<file path="src/rtl/machine_timer.sv">
// Machine timer / software-interrupt unit (CLINT-style).
// Provides 64-bit mtime/mtimecmp and msip behind a single-cycle bus.
// Also drives the level-sensitive pending lines that feed mip.MTIP and mip.MSIP.
module machine_timer #(
  parameter int unsigned DATA_WIDTH   = 32,
  parameter logic [7:0]  PRESCALE_RST = 8'd0,
  parameter logic        EN_RST       = 1'b1
) (
  input  logic                  clk_i,
  input  logic                  rst_n_i,
  input  logic                  req_i,
  input  logic                  we_i,
  input  logic [7:0]            addr_i,
  input  logic [DATA_WIDTH-1:0] wdata_i,
  output logic                  ack_o,
  output logic [DATA_WIDTH-1:0] rdata_o,
  output logic                  err_o,
  output logic                  timer_irq_o,
  output logic                  sw_irq_o
);

  typedef enum logic [5:0] {
    REG_MTIME_LO = 6'h00,
    REG_MTIME_HI = 6'h01,
    REG_CMP_LO   = 6'h02,
    REG_CMP_HI   = 6'h03,
    REG_MSIP     = 6'h04,
    REG_CTRL     = 6'h05
  } reg_e;

  logic [63:0] mtime;
  logic [63:0] mtimecmp;
  logic        msip;
  logic        en;
  logic [7:0]  prescale;
  logic [7:0]  pcnt;
  logic [31:0] hi_snap;

  reg_e        sel;
  logic        hit;
  logic [31:0] rd_val;
  logic        tick;
  logic        wr_lo, wr_hi, wr_cmp_lo, wr_cmp_hi, wr_msip, wr_ctrl, rd_lo;
  logic        unused_addr_lsb;

  // The two byte-offset bits never participate in decode.
  assign unused_addr_lsb = ^addr_i[1:0];
  assign sel  = reg_e'(addr_i[7:2]);
  assign tick = en && (pcnt == prescale);

  // Register decode and read-data mux.
  always_comb begin
    hit    = 1'b1;
    rd_val = '0;
    case (sel)
      REG_MTIME_LO: rd_val = mtime[31:0];
      REG_MTIME_HI: rd_val = hi_snap;
      REG_CMP_LO:   rd_val = mtimecmp[31:0];
      REG_CMP_HI:   rd_val = mtimecmp[63:32];
      REG_MSIP:     rd_val = {31'd0, msip};
      REG_CTRL:     rd_val = {16'd0, prescale, 7'd0, en};
      default:      hit    = 1'b0;
    endcase
  end

  // Per-register access strobes for the current bus cycle.
  always_comb begin
    wr_lo     = req_i && we_i && (sel == REG_MTIME_LO);
    wr_hi     = req_i && we_i && (sel == REG_MTIME_HI);
    wr_cmp_lo = req_i && we_i && (sel == REG_CMP_LO);
    wr_cmp_hi = req_i && we_i && (sel == REG_CMP_HI);
    wr_msip   = req_i && we_i && (sel == REG_MSIP);
    wr_ctrl   = req_i && we_i && (sel == REG_CTRL);
    rd_lo     = req_i && !we_i && (sel == REG_MTIME_LO);
  end

  // Prescaler and mtime; a write to either half suppresses that cycle's increment.
  always_ff @(posedge clk_i or negedge rst_n_i) begin
    if (!rst_n_i) begin
      mtime <= '0;
      pcnt  <= '0;
    end else begin
      if (wr_lo)      mtime[31:0]  <= wdata_i;
      else if (wr_hi) mtime[63:32] <= wdata_i;
      else if (tick)  mtime        <= mtime + 64'd1;

      if (wr_ctrl)    pcnt <= '0;
      else if (en)    pcnt <= tick ? 8'd0 : pcnt + 8'd1;
    end
  end

  // Software-visible control registers and the mtime high-half snapshot.
  always_ff @(posedge clk_i or negedge rst_n_i) begin
    if (!rst_n_i) begin
      mtimecmp <= '1;
      msip     <= 1'b0;
      en       <= EN_RST;
      prescale <= PRESCALE_RST;
      hi_snap  <= '0;
    end else begin
      if (wr_cmp_lo) mtimecmp[31:0]  <= wdata_i;
      if (wr_cmp_hi) mtimecmp[63:32] <= wdata_i;
      if (wr_msip)   msip            <= wdata_i[0];
      if (wr_ctrl) begin
        en       <= wdata_i[0];
        prescale <= wdata_i[15:8];
      end
      if (rd_lo)     hi_snap <= mtime[63:32];
    end
  end

  // Registered bus response, one cycle after each request.
  always_ff @(posedge clk_i or negedge rst_n_i) begin
    if (!rst_n_i) begin
      ack_o   <= 1'b0;
      err_o   <= 1'b0;
      rdata_o <= '0;
    end else begin
      ack_o   <= req_i;
      err_o   <= req_i && !hit;
      rdata_o <= (req_i && !we_i && hit) ? rd_val : '0;
    end
  end

  // Registered interrupt pending levels.
  always_ff @(posedge clk_i or negedge rst_n_i) begin
    if (!rst_n_i) begin
      timer_irq_o <= 1'b0;
      sw_irq_o    <= 1'b0;
    end else begin
      timer_irq_o <= (mtime >= mtimecmp);
      sw_irq_o    <= msip;
    end
  end

endmodule
</file>
<file path="config.mk">
export PLATFORM = sky130hd
export DESIGN_NAME = machine_timer
export DESIGN_NICKNAME = d
export VERILOG_FILES = /design/src/rtl/machine_timer.sv
export SDC_FILE = /design/constraint.sdc
export NUM_CORES = 1
export LEC_CHECK = 0
export CAP_MARGIN = 25
export CELL_PAD_IN_SITES_DETAIL_PLACEMENT = 1
export CELL_PAD_IN_SITES_GLOBAL_PLACEMENT = 2
export CORE_MARGIN = 5
export CORE_UTILIZATION = 40
export DETAILED_ROUTE_END_ITERATION = 7
export DONT_BUFFER_PORTS = 1
export GPL_TIMING_DRIVEN = 0
export PLACE_DENSITY = 0.83
export SLEW_MARGIN = 10
export SYNTH_ARGS = -nofsm -noshare
export SYNTH_HDL_FRONTEND = slang
export SYNTH_SLANG_ARGS = --single-unit
</file>
<file path="constraint.sdc">
create_clock -name clk_i -period 3.7 [get_ports clk_i]
set_input_delay 0 -clock clk_i [delete_from_list [all_inputs] [get_ports clk_i]]
set_output_delay 0 -clock clk_i [all_outputs]
set_load 0.02 [all_outputs]
</file>
==> results of run 1 <==
-- state kept, by name, summed over array words and instances (netlist names) --
register and flops:
ack_o 1, rdata_o 32, sw_irq_o 1, mtime 64
timer_irq_o 1, mtimecmp 64, msip 1, prescale 8
pcnt 8, hi_snap 32, err_o 1, en 1
-- power by group through the flow --
| stage | combinational, mW | sequential, mW | clock [mW] |
|---|---|---|---|
| after floorplan | 0.549 | 2.77 | 0 |
| after CTS | 0.819 | 2.81 | 2.50 |
| after global routing | 0.920 | 2.84 | 2.60 |
| final | 0.822 | 2.82 | 2.46 |
| after detailed placement | 0.748 | 2.85 | 0 |
| after global placement | 0.712 | 2.84 | 0 |
-- per-stage QoR --
stage          hold slack [ns]  instance area, µm²
3_3_place_gp            -0.286               12300
4_1_cts                 -0.855               13600
5_1_grt                 -0.855               13600
3_5_place_dp            -0.286               12300
2_1_floorplan           -0.296               11800
6_report                -0.831               13600
-- synthesized netlist by cell type (all sizes together), types with 4 or more instances --
master     n
buf       27
nand3     43
o21ai    136
xnor2     20
dfstp     65
nor4      11
a21o      19
mux2i     20
xor2      22
nor2b     16
a31oi      7
nand4     35
and3      25
nand2    160
nor3b      6
mux4      14
nor2      48
a2bb2oi    4
clkbuf    36
a221o      5
mux2      44
o32ai      4
dfrtp    149
ha        66
a22oi     16
inv       67
nor3      14
o22ai     26
and4      10
a21oi     66
-- final timing paths --
check	endpoint	start	slack, ns
worst max-delay path	mtime[17]$_DFFE_PN0P_	pcnt[6]$_DFFE_PN0P_	0.63
worst min-delay path	msip$_DFFE_PN0P_	rst_n_i	-0.83
worst max register to register	mtime[17]$_DFFE_PN0P_	pcnt[6]$_DFFE_PN0P_	0.63
worst min register to register	sw_irq_o$_DFF_PN0_	msip$_DFFE_PN0P_	0.43
max in group asynchronous	mtime[36]$_DFFE_PN0P_	rst_n_i	3.96
min in group clk_i	pcnt[3]$_DFFE_PN0P_	we_i	0.02
-- placed cells by master (no fill, tap or decap), types with 4 or more instances in the layout --
cell,instances
nor4_1,7
xor2_1,22
and4_1,10
buf_1,9
o22ai_1,26
dfrtp_1,149
clkbuf_8,4
inv_1,67
dlygate4sd3_1,41
ha_1,66
clkbuf_1,51
a31oi_1,7
buf_2,14
nor2_1,48
dfstp_2,65
o21ai_1,5
mux4_2,14
a21oi_1,66
a22oi_1,16
mux2_2,44
a221o_1,5
clkbuf_16,27
mux2i_1,20
nor3b_1,5
o32ai_1,4
o21ai_0,131
a21o_1,19
xnor2_1,20
nand3_1,41
nor3_1,14
a2bb2oi_1,4
nand2_1,158
and3_1,24
nand4_1,35
nor2b_1,16
-- cell families after synthesis --
kind of cell	share of synthesized area
compound gates	0.148
xor+xnor	0.0311
flops	0.460
fa+ha+maj	0.0698
simple gates	0.162
mux	0.0855
buf+inv	0.0444
-- layout make-up --
| type | count | share of cell area |
|---|---|---|
| multi-input cells | 870 | 0.432 |
| plain buffers | 63 | 0.0202 |
| clock buffers | 47 | 0.0583 |
| clock inverters | 1 | 0.000645 |
| well taps | 390 | 0.0360 |
| flip-flops and latches | 214 | 0.401 |
| repair buffers | 44 | 0.0333 |
| inverters | 67 | 0.0185 |
-- worst max-delay path, delay by kind of cell (launching register included) --
| kind | cells | cell delay, ns |
|---|---|---|
| AND/OR/NAND/NOR | 4 | 1.96 |
| flip-flops | 1 | 0.43 |
| AO/OA/AOI/OAI | 1 | 0.20 |
| XOR/XNOR | 2 | 0.38 |
-- per-layer routing --
layer	up-vias	GRT usage	part of all wire
li1	4517	-	-
met1	5137	0.328	0.44
met2	272	0.420	0.48
met3	74	0.0491	0.054
met4	2	0.0648	0.025
met5	-	0	0.00031
==> impl_results.md, run 1 <==
* Final cell count without fillers at 1,696
* Clock Skews at 0.00849 ns
* Number of distinct library cells after synthesis at 62
* Clk buf depth at 3
* Internal at 4.40 mW
* Worst-path clk slew at 0.06 ns
* Worst Hold Class: in -> async
* Drt via density at roughly 5.9
* Vias in the first global route at 10,700
* CTS tree: built
* Synth warnings at 0
* FF/Latch Area at about 5400 µm²
* Asr flop ratio synth at 1.00
* Worst EP required at ~4.1 ns
* Post-layout minimum cycle time at 3.07 ns
* Die height at 182 µm
* Area Growth Syn to Fin at 14.7%
* Crit path max-delay cell type: nor3_1
* Worst Tran Pin Value at 1.07 ns
* Row count at 63
* Max Cap Violations at 0
* Worst-skew pair later-pin latency at 0.54 ns
* Tcrit/Tclk final at 0.831
* Total power at 6.10 mW
* ANT nets after route at 0
* Die X at 182 µm
* Initial antenna violation count at 1
* Max frequency at 325 MHz
* Worst R2R Path Depth at 7
* CTS Root Cell: clkbuf_16
* WHS at -0.831 ns
* Switching portion of total power at 0.279
* Die area at 33,100 µm²
* Fin util at 0.462
* Total GRT Usage at 0.249
* TritonRoute pass-1 iters at 5
* Largest net degree at the start of global routing at 215
* Power Dens Cells at 449 nW/µm²
* Core Area at 29,400 µm²
* Startpoint types: flop
* Final wirelength at 41.5 mm
* Area leader, netlist: dfrtp_1
* Yosys reg bits at 214
* Diode count at 0
* Vias at around 10,000
* Synth area leaders: dfrtp_1 32%, dfstp_2 14%, ha_1 7.0%
* Number of synthesized flops with an enable pin at 0
* Initial drt markers at 511
* Dpl hpwl at between 20 and 30 mm
* Worst Path Max Fanout at 5
* Wire length per cell at approximately 24 µm
* Static leakage at 6.11 nW
* Post-synth top area share at 0.315
* Max incr delay on CP at 0.92 ns
* Num CTS Buffers at 27
* Post CTS Setup Buffer Count at 0
* Worst-path cell chain: xor2_1 > nor4_2 > nand4_1 > nor3_1 > nand4_1 > xor2_1 > o21ai_0
* H-tree depth at 1
* Critical Path AT at 3.51 ns
* # hold bufs at CTS at a little over 40
* Critical path type: reg -> reg
* Syn avg cell area at 9.74 µm²
* Final setup viols at 0
* Main synth FF type: dfrtp_1
* Critical Path Sink Type: flop
* Flop pwr share at 0.462
* Syn Nets at 1,324
* CTS resizes at 0
* Grt ovf at 0
* Initial Util at 0.402
* Post-synthesis cell count at 1,214
* Number of placed instances, taps included at 1,606
* Violated checks: hold timing
* Buffers on Ports at 0
* Multi-input logic area at 5870 µm²
* Clock power frac at 0.403
* Combinational group share of total power at 0.135
* RSZ-0062 raised after global routing: false
* Final hold vios at between 200 and 250
* Layout cells sized above 1 at 0.145
* Setup TNS at 0 ns
* Sequential fraction of the synthesis area at 0.460
* Final Max Slew Viols at 0
* # fillers at about 3,300
* Gp weighted congestion at 0.887
* Dpl ws at 0.603 ns
* DR DRC count at 0
* Final worst slack at 0.627 ns
* CTS sink count at around 210
* Slew margin rel. at 0.287
* Top Ports at 80
* Nets at ~1,400
* Worst vdd ir at 0.000342 V
* First-pass GRT wire length at between 60 and 70 mm
* Status: finished with violations
* P_sw at 1.70 mW
* Mapped Area at 11,800 µm²
No activity file was read; power rests on OpenSTA's default activity.
==> run 2: changes to the inputs <==
--- a/config.mk
+++ b/config.mk
@@ -9,11 +9,11 @@
 export CELL_PAD_IN_SITES_DETAIL_PLACEMENT = 1
 export CELL_PAD_IN_SITES_GLOBAL_PLACEMENT = 2
 export CORE_MARGIN = 5
-export CORE_UTILIZATION = 40
+export CORE_UTILIZATION = 37
 export DETAILED_ROUTE_END_ITERATION = 7
 export DONT_BUFFER_PORTS = 1
 export GPL_TIMING_DRIVEN = 0
-export PLACE_DENSITY = 0.83
+export PLACE_DENSITY = 0.81
 export SLEW_MARGIN = 10
 export SYNTH_ARGS = -nofsm -noshare
 export SYNTH_HDL_FRONTEND = slang
==> constraint.sdc (replaced) <==
create_clock -name clk_i -period 2.6 [get_ports clk_i]
set_input_delay 0 -clock clk_i [delete_from_list [all_inputs] [get_ports clk_i]]
set_output_delay 0 -clock clk_i [all_outputs]
set_load 0.02 [all_outputs]
==> run 2 against run 1 <==
Net effect: critical path type unchanged; worst setup slack worse by 0.78 ns; wire length up 2.1%; first-iteration DRC count up 24%; critical endpoint is now timer_irq_o$_DFF_PN0_; die area up 7.7%; via count up 0.61%; cell area up 3.7%; register-to-register slack worse by 0.78 ns; the flow finishes with violations (hold timing, setup timing); utilization down 1.6 points; maximum frequency up 12%; non-clock buffer count up 11.
==> impl_results.md, run 2 (synthesis results as in run 1) <==
* Worst R2R End: timer_irq_o$_DFF_PN0_
* Final Max Slew Viols at 0
* Clk buf depth at 3
* CTS sink count at 214
* Critical path type: reg -> reg
* Drt via density at 5.85
* Max Cap Violations at 0
* Combinational group share of total power at 0.135
* # hold bufs at CTS at 40
* Violated checks: hold timing, setup timing
* Power Dens Cells at 647 nW/µm²
* Row count at 65
* Worst Tran Pin Value at 1.02 ns
* Die X at 189 µm
* Total power at a little over 9 mW
* Final hold vios at 214
* Vias in the first global route at ~11,000
* Initial antenna violation count at 1
* Worst R2R Path Depth at 10
* Critical Path Sink Type: flop
* Top Ports at 80
* Startpoint types: flop
* Clock Skews at 0.00745 ns
* Die height at ~190 µm
* ANT nets after route at 0
* Vias at 10,100
* Worst-skew pair later-pin latency at 0.52 ns
* Tcrit/Tclk final at 1.06
* H-tree depth at 1
* Worst Hold Class: in -> async
* Final cell count without fillers at 1,720
* Post-layout minimum cycle time at between 2 and 3 ns
* Num CTS Buffers at 26
* Worst vdd ir at 0.000485 V
* Flop pwr share at 0.442
* Worst EP required at 3.01 ns
* Largest regs: mtime: 64 flops, mtimecmp: 64 flops
* Worst-path clk slew at 0.06 ns
* Final worst slack at -0.150 ns
* TritonRoute pass-1 iters at 5
* Max frequency at between 300 and 400 MHz
* Final wirelength at 42.4 mm
* Internal at 6.69 mW
* Commonest non-fill, non-tap cell in the layout: nand2_1
* Initial Util at 0.375
* DR DRC count at 0
* Dpl ws at -0.566 ns
* Layout cells sized above 1 at 0.190
* P_sw at 2.41 mW
* Critical Path AT at 3.17 ns
* R2r startpoint: mtimecmp[9]$_DFFE_PN1P_
* Number of placed instances, taps included at 1,620
* Buffers on Ports at 0
* Nets at 1,407
* Status: finished with violations
* RSZ-0062 raised after global routing: true
* Clock power frac at 0.423
* Initial drt markers at 633
* Wire length per cell at 24.7 µm
* Reg-to-reg setup timing slack at -0.15 ns
* Static leakage at 6.30 nW
* CTS Root Cell: clkbuf_16
* First-pass GRT wire length at 64.8 mm
* Final setup viols at 1
* Commonest cells after routing, fill and taps aside: 158 x nand2_1, 138 x dfrtp_1, 131 x o21ai_0
* Total GRT Usage at 0.234
* WHS at -0.820 ns
* Slew margin rel. at 0.323
* Dpl hpwl at 30.3 mm
* Grt ovf at 0
* Die area at ~36,000 µm²
* Largest net degree at the start of global routing at 215
* Switching portion of total power at 0.265
* Gp weighted congestion at around 0.9
* Area Growth Syn to Fin at 18.9%
* Worst Path Max Fanout at 2
* CTS tree: built
* Core Area at around 32,000 µm²
run 2: per-stage QoR:
stage / TNS (ns) / util / area, µm²
final: -0.150 / 0.446 / 14100
after global routing: -0.208 / 0.446 / 14100
after CTS: -0.155 / 0.439 / 13900
after detailed placement: -7.68 / 0.392 / 12400
after global placement: -7.82 / 0.391 / 12300
after floorplan: 0 / - / 11800
run 2: layout make-up:
type	count	area, µm²
fill	3540	17500
clock buffer	44	820
antenna	1	2.50
clock inverter	4	95.1
buffer	62	287
tap	402	503
inverter	67	251
timing repair buffer	56	543
multi-input combinational	870	6120
sequential	214	5450
run 2: worst max path at each step:
stage	slack, ns	end	from
CTS	-0.15	timer_irq_o$_DFF_PN0_	mtimecmp[10]$_DFFE_PN1P_
detailed placement	-0.57	timer_irq_o$_DFF_PN0_	mtimecmp[15]$_DFFE_PN1P_
finish	-0.15	timer_irq_o$_DFF_PN0_	mtimecmp[9]$_DFFE_PN1P_
floorplan	0.38	mtime[56]$_DFFE_PN0P_	mtime[2]$_DFFE_PN0P_
global route	-0.20	timer_irq_o$_DFF_PN0_	mtimecmp[13]$_DFFE_PN1P_
global placement	-0.63	timer_irq_o$_DFF_PN0_	mtimecmp[15]$_DFFE_PN1P_
run 2: worst max-delay path, stage by stage (launching register included):
cell and delay (ns):
dfstp_2 0.53, inv_1 0.05, ha_1 0.29, nand4_1 0.22, nor4_4 0.36, o31a_1 0.31, nor4_1 0.08, buf_4 0.19
o31ai_4 0.22, a31oi_1 0.12, o211ai_1 0.28
run 2: power by group through the flow:
stage	combinational [mW]	clock, mW	sequential (mW)
floorplan	0.781	0	3.94
global placement	1.01	0	4.04
detailed placement	1.06	0	4.06
CTS	1.18	3.94	4.02
global route	1.37	4.09	4.06
finish	1.23	3.85	4.02
run 2: repair_timing:
action                     4_1_cts  5_1_grt
gates resized for setup         28       33
hold endpoints to repair       370      214
pin swaps                        8        6
setup endpoints to repair       48       33
setup buffers                    5        7
run 2: metal layers:
layer / global-route usage / up-vias / part of all wire
met4: 0.0788 / 0 / 0.036
met5: 0 / - / 0
li1: - / 4531 / -
met1: 0.311 / 5191 / 0.44
met3: 0.0339 / 78 / 0.049
met2: 0.393 / 263 / 0.47
